`src/rtl/operand_fetch_pkg.sv`:
```
// Shared sizing and ALU opcode constants for the operand fetch stage.
// Latency: n/a (constants only).
// Backpressure: n/a.
package operand_fetch_pkg;

  localparam int WIDTH = 32;
  localparam int NREG  = 32;
  localparam int AW    = 5;

  localparam logic [2:0] ALU_ADD = 3'b000;
  localparam logic [2:0] ALU_SUB = 3'b001;
  localparam logic [2:0] ALU_SRL = 3'b100;
  localparam logic [2:0] ALU_SRA = 3'b101;

endpackage

```
`src/rtl/operand_fetch_grf.sv`:
```
// General register file: 2 combinational read ports, 1 synchronous write port, $0 reads as zero.
// Latency: reads combinational, writes visible the cycle after the write edge.
// Backpressure: none; writes are accepted every cycle.
// Ports: clk/reset, ra_addr/ra_data, rb_addr/rb_data, we/wa/wd.
module operand_fetch_grf
  import operand_fetch_pkg::*;
#(
  parameter int W = WIDTH,
  parameter int N = NREG,
  parameter int A = AW
) (
  input  logic         clk,
  input  logic         reset,
  input  logic [A-1:0] ra_addr,
  output logic [W-1:0] ra_data,
  input  logic [A-1:0] rb_addr,
  output logic [W-1:0] rb_data,
  input  logic         we,
  input  logic [A-1:0] wa,
  input  logic [W-1:0] wd
);

  logic [W-1:0] regs [N];

  always_ff @(posedge clk or posedge reset) begin
    if (reset) begin
      for (int i = 0; i < N; i++) begin
        regs[i] <= '0;
      end
    end else if (we && (wa != '0)) begin
      regs[wa] <= wd;
    end
  end

  // Entry 0 is never written, but force zero on read so it is hardwired regardless.
  assign ra_data = (ra_addr == '0) ? '0 : regs[ra_addr];
  assign rb_data = (rb_addr == '0) ? '0 : regs[rb_addr];

endmodule

```
`src/rtl/operand_fetch.sv`:
```
// Operand fetch: reads rs/rt (or immediate) with write-back bypass and registers {A,B,ALUOp,rd}.
// Latency: 1 cycle from issue to out_valid.
// Backpressure: in_ready = !out_valid || out_ready; output held stable while stalled.
// Ports: clk/reset, in_* issue handshake, wb_* register write-back, out_valid/out_ready + A/B/ALUOp/out_rd.
module operand_fetch
  import operand_fetch_pkg::*;
#(
  parameter int WIDTH_P = WIDTH,
  parameter int NREG_P  = NREG,
  parameter int AW_P    = AW
) (
  input  logic               clk,
  input  logic               reset,
  input  logic               in_valid,
  output logic               in_ready,
  input  logic [AW_P-1:0]    in_rs,
  input  logic [AW_P-1:0]    in_rt,
  input  logic [WIDTH_P-1:0] in_imm,
  input  logic               in_use_imm,
  input  logic [2:0]         in_aluop,
  input  logic [AW_P-1:0]    in_rd,
  input  logic               wb_en,
  input  logic [AW_P-1:0]    wb_addr,
  input  logic [WIDTH_P-1:0] wb_data,
  output logic               out_valid,
  input  logic               out_ready,
  output logic [WIDTH_P-1:0] A,
  output logic [WIDTH_P-1:0] B,
  output logic [2:0]         ALUOp,
  output logic [AW_P-1:0]    out_rd
);

  logic [WIDTH_P-1:0] rs_grf;
  logic [WIDTH_P-1:0] rt_grf;
  logic [WIDTH_P-1:0] rs_val;
  logic [WIDTH_P-1:0] rt_val;
  logic [WIDTH_P-1:0] b_val;
  logic               wb_live;
  logic               issue;

  operand_fetch_grf #(
    .W(WIDTH_P),
    .N(NREG_P),
    .A(AW_P)
  ) u_grf (
    .clk     (clk),
    .reset   (reset),
    .ra_addr (in_rs),
    .ra_data (rs_grf),
    .rb_addr (in_rt),
    .rb_data (rt_grf),
    .we      (wb_en),
    .wa      (wb_addr),
    .wd      (wb_data)
  );

  // A write landing on the same edge as the issue is not yet in the GRF; forward it.
  assign wb_live = wb_en && (wb_addr != '0);
  assign rs_val  = (wb_live && (wb_addr == in_rs)) ? wb_data : rs_grf;
  assign rt_val  = (wb_live && (wb_addr == in_rt)) ? wb_data : rt_grf;
  assign b_val   = in_use_imm ? in_imm : rt_val;

  assign in_ready = !out_valid || out_ready;
  assign issue    = in_valid && in_ready;

  always_ff @(posedge clk or posedge reset) begin
    if (reset) begin
      out_valid <= 1'b0;
      A         <= '0;
      B         <= '0;
      ALUOp     <= '0;
      out_rd    <= '0;
    end else if (issue) begin
      // Covers simultaneous consume: the new op replaces the old, valid stays high.
      out_valid <= 1'b1;
      A         <= rs_val;
      B         <= b_val;
      ALUOp     <= in_aluop;
      out_rd    <= in_rd;
    end else if (out_ready) begin
      out_valid <= 1'b0;
    end
  end

endmodule
```
`config.mk`:
```
export PLATFORM = sky130hd
export DESIGN_NAME = operand_fetch
export DESIGN_NICKNAME = d
export VERILOG_FILES = /design/src/rtl/operand_fetch_pkg.sv /design/src/rtl/operand_fetch_grf.sv /design/src/rtl/operand_fetch.sv
export SDC_FILE = /design/constraint.sdc
export NUM_CORES = 2
export LEC_CHECK = 0
export BUFFER_PORTS_ARGS = -buffer_cell sky130_fd_sc_hd__buf_4
export CORE_MARGIN = 2
export CORE_UTILIZATION = 31
export DETAILED_ROUTE_END_ITERATION = 7
export PLACE_DENSITY_LB_ADDON = 0.15
export RECOVER_POWER = 25
export SYNTH_ARGS = -nofsm -noshare
export SYNTH_HDL_FRONTEND = slang
export SYNTH_HIERARCHICAL = 1
export SYNTH_SLANG_ARGS = --single-unit
```
`constraint.sdc`:
```
create_clock -name clk -period 55.5 [get_ports clk]
set_clock_uncertainty 0.1 [all_clocks]
set_input_delay 16.65 -clock clk [delete_from_list [all_inputs] [get_ports clk]]
set_output_delay 16.65 -clock clk [all_outputs]
set_load 0.1 [all_outputs]
```
# After elaboration in Yosys (flattened, before gate mapping)

Index checks and enable logic that the tools add are counted.

Bitwise logic cells: 3
Reduce and logical (&&, ||, !) cells: 11
Equality and inequality tests: 2
Order comparisons: 4
Multiplexer cells: 16

Operator list:

| kind                                                | number |
|---|---|
| bitwise mux 1024 bit                                | 1 |
| binary-select mux 32 bit (select 5 bit)             | 2 |
| two-way mux 32 bit                                  | 10 |
| demux 32 bit (select 5 bit)                         | 1 |
| >= comparator 6 bit (second input constant)         | 3 |
| NOT 5 -> 6 bit                                      | 3 |
| equality test 5 bit                                 | 2 |
| logical NOT 5 bit                                   | 2 |
| < comparator 6 x 1 -> 1 bit (second input constant) | 1 |
| logical AND 1 bit                                   | 5 |
| nonzero test 5 bit                                  | 1 |
| two-way mux 1 bit                                   | 2 |
| nonzero test 2 bit                                  | 1 |
| logical NOT 1 bit                                   | 1 |
| logical OR 1 bit                                    | 1 |

Flip-flop bits (word level): 1,097

# Longest topological paths before layout

Word-level depth: 7
Gate-level depth with buffers: 12
Depth with buffers taken out: 7

# Modules after synthesis

Netlist, hierarchy kept.

Modules (own cells, without submodules):

| module            | seq. area each (um^2) | times used | area each (um^2) | cells each |
|---|---|---|---|---|
| operand_fetch_grf | 25,624.6              | 1          | 54,732.5         | 3,692 |
| operand_fetch     | 1,826.8               | 1          | 4,589.4          | 554 |

# Least setup slack after synthesis

Ideal clock, no wire load.

Path kind: in2out
From: input port out_ready
To: output port in_ready
Data arrival time: 17.966 ns
Buffers on the path: 2
Required time: 38.750 ns
Setup slack: 20.784 ns
Stages: 4
Cell sequence: nor2b_1 -> clkbuf_1 -> inv_2 -> clkbuf_1

Cells in the longest elaborated chain, start to end: 1

Ends and longest elaborated chain:

| what               | line                | RTL |
|---|---|---|
| start: declaration | operand_fetch.sv:26 | `input logic out_ready,` |
| logical OR 1 bit   | operand_fetch.sv:63 | `assign in_ready = !out_valid \|\| out_ready;` |
| end: declaration   | operand_fetch.sv:15 | `output logic in_ready,` |

No other way between the ends.

# Worst setup path after layout

Ends and elaborated chain as after synthesis.

==> Flow_metrics.wiki <==
{| class="wikitable"
! Metric !! Value
|-
| Clock input transition at the sequential cells of the worst setup and hold paths || 0.05 ns
|-
| Unrepaired setup endpoints after global routing || false
|-
| Drc violations || 0
|-
| Min-delay src || u_grf/regs[992]
|-
| Die area || 195000 µm²
|-
| Leakage || 28.7 nW
|-
| Type of origin of the critical path || input pin
|-
| Hold worst-path end || u_grf/regs[992]
|-
| Simple-gate share of the synthesized area || 3.91%
|-
| Adder-cell share of the synthesized area || 0%
|-
| Crit path buf inv count || 4
|-
| Number of antenna violations at the first check in global routing || 6
|-
| Count of vias placed by the detailed router || 39200
|-
| Register-to-register setup slack || 50.59 ns
|-
| Synthesized-area fraction occupied by ao, oa, aoi and oai cells || 5.63%
|-
| Setup bufs post-CTS || 0
|-
| Worst vdd rail ir drop || 0.0312 mV
|-
| Post-synthesis async set-or-reset flop share || 100%
|-
| Cell depth of the worst min-delay path || 0
|-
| Endpoint kind of the worst setup timing path || output pin
|-
| Cell-by-cell listing of the critical path || clkbuf_4 > nor2b_1 > clkinv_1 > clkbuf_1 > buf_4
|-
| GP Congestion || 0.789
|-
| Total negative slack for setup checks || 0 ns
|-
| DRC violation total after the first TritonRoute iteration || 2964
|-
| Netlist area before placement || 59300 µm²
|-
| Number of sinks on the clock net || 1097
|-
| Data arrival, critical path || 18.94 ns
|-
| Data required time at the worst endpoint || 38.75 ns
|-
| Part of the Yosys area used for sequential elements || 46.3%
|-
| Clock tree from TritonCTS || yes
|-
| CTS Root Cell || sky130_fd_sc_hd__clkbuf_16
|-
| Final period utilization || 64.3%
|-
| Layout cells sized above 1 || 46.3%
|-
| Combinational family with the most area after synthesis || multiplexers
|-
| Layout-stage area growth over the synthesis result || 12.6%
|-
| Via count of the first global-routing pass || 40900
|-
| EDFF count, synth || 0
|-
| Horizontal die dimension || 441 µm
|-
| Global router's overall resource usage || 23.5%
|-
| Family of cells with the greatest summed delay on the critical path || buffers and inverters
|-
| Reg2reg path depth || 7
|-
| Average detailed-routed wire length per instance || 33.8 µm
|-
| Hold Vio Cnt, Final || 0
|-
| Most common cell after layout, fill and taps aside || sky130_fd_sc_hd__dfrtp_1
|-
| Avg Inst Size Synth || 14.0 µm²
|-
| Total chip power || 2.52 mW
|-
| Startpoint-to-endpoint class of the critical path || input pin to output pin
|-
| Number of pins exceeding their max-slew limit in the final report || 789
|-
| TritonCTS buffer count || 135
|-
| Final critical path time including I/O delays and setup || 35.69 ns
|-
| Failing checks || capacitance limit, slew limit
|-
| Wire length of the first global-routing pass || 325000 µm
|-
| Antenna Violating Nets Remaining || 0
|-
| CTS H-tree lvls || 4
|-
| Count of max-cap constraint violations || 18
|-
| Result of the run || complete, but fails checks
|-
| Cells resized by post-CTS repair || 0
|-
| Origin of the critical flop-to-flop path || out_valid
|-
| Count of buffers inserted at the top-level ports || 166
|-
| Critical-path maximum fanout || 35
|-
| Die height || 441 µm
|-
| Standard-cell rows || 160
|-
| Unique cell type count in the Yosys netlist || 59
|-
| Endpoints failing setup || 0
|-
| Main flop type after synthesis || sky130_fd_sc_hd__dfrtp_1
|-
| End of the worst register-to-register path || A[0]
|-
| Delay of the slowest cell on the worst path || 1.55 ns
|-
| Number of hold buffers added after cts || 0
|-
| Starting density of the core || 31.2%
|-
| Relative max-transition margin || -481%
|-
| Top-level port count || 167
|-
| Mux share of post-synthesis cell area || 39.9%
|-
| Global route total overflow || 0
|-
| Placeable core area || 190000 µm²
|-
| Via density per instance || 5.78
|-
| Hold/Removal Path Class || flip-flop to flip-flop
|-
| Clock insertion delay at the later pin of the skew report || 0.79 ns
|-
| Sum of net half-perimeters after detailed placement || 126000 µm
|-
| Pin slew with the least headroom to its limit || 8.71 ns
|-
| Pin count of the biggest net entering global routing || 177
|-
| Master of the slowest instance on the critical path || sky130_fd_sc_hd__clkbuf_1
|-
| Maximum clock path buffer count || 3
|-
| Fmax || 28.0 MHz
|-
| Count of synthesis-stage warnings from yosys || 6
|-
| TritonRoute pass-1 iters || 5
|-
| Syn Inst Count || 4246
|-
| Post-Syn Nets || 4339
|-
| Power density normalized to cell area || 37.7 nW/µm²
|-
| Fin nets || 4262
|-
| Synthesized-area fraction occupied by xor and xnor cells || 0.148%
|-
| Sum of routed wire length over all layers || 229000 µm
|-
| Most frequent cells in the layout || sky130_fd_sc_hd__dfrtp_1, sky130_fd_sc_hd__mux2_2, sky130_fd_sc_hd__mux4_2
|-
| Synth Register Bits || 1097
|}
## synthesized netlist by cell type, types with 4 or more instances
cell type / count / area, µm²
sky130_fd_sc_hd__nand4_1: 32 / 200
sky130_fd_sc_hd__mux2i_1: 271 / 2710
sky130_fd_sc_hd__mux2_2: 1039 / 11700
sky130_fd_sc_hd__buf_4: 20 / 150
sky130_fd_sc_hd__nor2b_1: 43 / 269
sky130_fd_sc_hd__inv_1: 4 / 15.0
sky130_fd_sc_hd__a211oi_1: 37 / 278
sky130_fd_sc_hd__o211ai_2: 30 / 375
sky130_fd_sc_hd__nand2_1: 131 / 492
sky130_fd_sc_hd__nand3b_1: 6 / 45.0
sky130_fd_sc_hd__a2111oi_0: 29 / 254
sky130_fd_sc_hd__dfrtp_1: 1097 / 27500
sky130_fd_sc_hd__buf_2: 88 / 440
sky130_fd_sc_hd__nor3_1: 33 / 165
sky130_fd_sc_hd__nor3b_1: 4 / 30.0
sky130_fd_sc_hd__a21oi_1: 43 / 215
sky130_fd_sc_hd__a311oi_1: 8 / 70.1
sky130_fd_sc_hd__a22oi_1: 77 / 578
sky130_fd_sc_hd__a22o_1: 42 / 368
sky130_fd_sc_hd__o221ai_1: 21 / 184
sky130_fd_sc_hd__mux2_1: 30 / 338
sky130_fd_sc_hd__and2_1: 20 / 125
sky130_fd_sc_hd__nor2_1: 86 / 323
sky130_fd_sc_hd__clkbuf_1: 260 / 976
sky130_fd_sc_hd__buf_12: 5 / 100
sky130_fd_sc_hd__xnor2_1: 8 / 70.1
sky130_fd_sc_hd__buf_6: 38 / 428
sky130_fd_sc_hd__o21ai_0: 96 / 480
sky130_fd_sc_hd__nand2b_1: 33 / 206
sky130_fd_sc_hd__nor4_1: 16 / 100
sky130_fd_sc_hd__buf_1: 56 / 210
sky130_fd_sc_hd__o32ai_1: 16 / 140
sky130_fd_sc_hd__o22ai_1: 40 / 250
sky130_fd_sc_hd__a31oi_1: 4 / 25.0
sky130_fd_sc_hd__nand3_1: 45 / 225
sky130_fd_sc_hd__mux4_2: 397 / 8940
sky130_fd_sc_hd__buf_8: 6 / 90.1
## report_power, final
group | internal (mW) | switching, mW | total [mW] | leakage, nW
Clock | 0.532 | 0.366 | 0.898 | 2.20
Combinational | 0.278 | 0.276 | 0.554 | 12.4
Sequential | 0.952 | 0.117 | 1.07 | 14.0
## through the flow
step	hold slack [ns]	area, µm²	std cells	worst slack, ns	utilization (%)
finish	0.299	66800	6781	19.81	35.1
global route	0.310	66800	6780	19.75	35.1
CTS	0.298	66900	6779	21.10	35.2
detailed placement	0.285	62500	6543	21.10	32.8
global placement	0.282	62500	6543	21.08	32.8
floorplan	0.341	59300	4246	9.93	-
## layout make-up
cell class / count / area [µm²]
flip-flops and latches: 1097 / 27500
multi-input cells: 2667 / 29700
diodes: 2 / 5.00
well taps: 2511 / 3140
clock buffers: 195 / 4030
repair buffers: 262 / 2020
inverters: 6 / 25.0
clock inverters: 41 / 432
fillers: 18500 / 123000
## cell families (layout without fill, tap and decap cells)
| logic type | Yosys count | after routing |
|---|---|---|
| buffers and inverters | 482 | 504 |
| muxes | 1737 | 1737 |
| and+or+nand+nor | 464 | 464 |
| xor gates and xnor gates | 10 | 10 |
| AOI/OAI and AO/OA | 456 | 456 |
| DFF | 1097 | 1097 |
| other | 0 | 2 |
## worst max path at each step
stage | startpoint | endpoint | depth (start not counted)
final | out_ready | in_ready | 5
after global routing | out_ready | in_ready | 5
after CTS | out_ready | in_ready | 5
after detailed placement | out_ready | in_ready | 5
after global placement | out_ready | in_ready | 5
after floorplan | reset | u_grf/regs[0] | 1
## metal layers
layer | part of all wire [%] | track usage (%) | vias up
met5 | 0.0057 | 0 | -
met4 | 3.6 | 8.21 | 2
met3 | 4.5 | 3.22 | 351
met2 | 50 | 39.9 | 1153
met1 | 42 | 30.6 | 21600
li1 | - | - | 16100
## worst reg2reg max path, cell delays in order, from the launching register on
cell,delay [ns]
sky130_fd_sc_hd__dfrtp_1,0.39
sky130_fd_sc_hd__nor2b_1,0.17
sky130_fd_sc_hd__clkinv_1,0.05
sky130_fd_sc_hd__clkbuf_1,1.55
sky130_fd_sc_hd__nand2_1,1.08
sky130_fd_sc_hd__clkbuf_1,0.97
sky130_fd_sc_hd__nand2_1,0.38
sky130_fd_sc_hd__o211ai_2,0.11
## registers in the layout, indices dropped and copies added (netlist names)
name and flops:
out_valid 1, u_grf/regs 1024, B 32, ALUOp 3, A 32, out_rd 5
(Power assumes the default switching activity.)
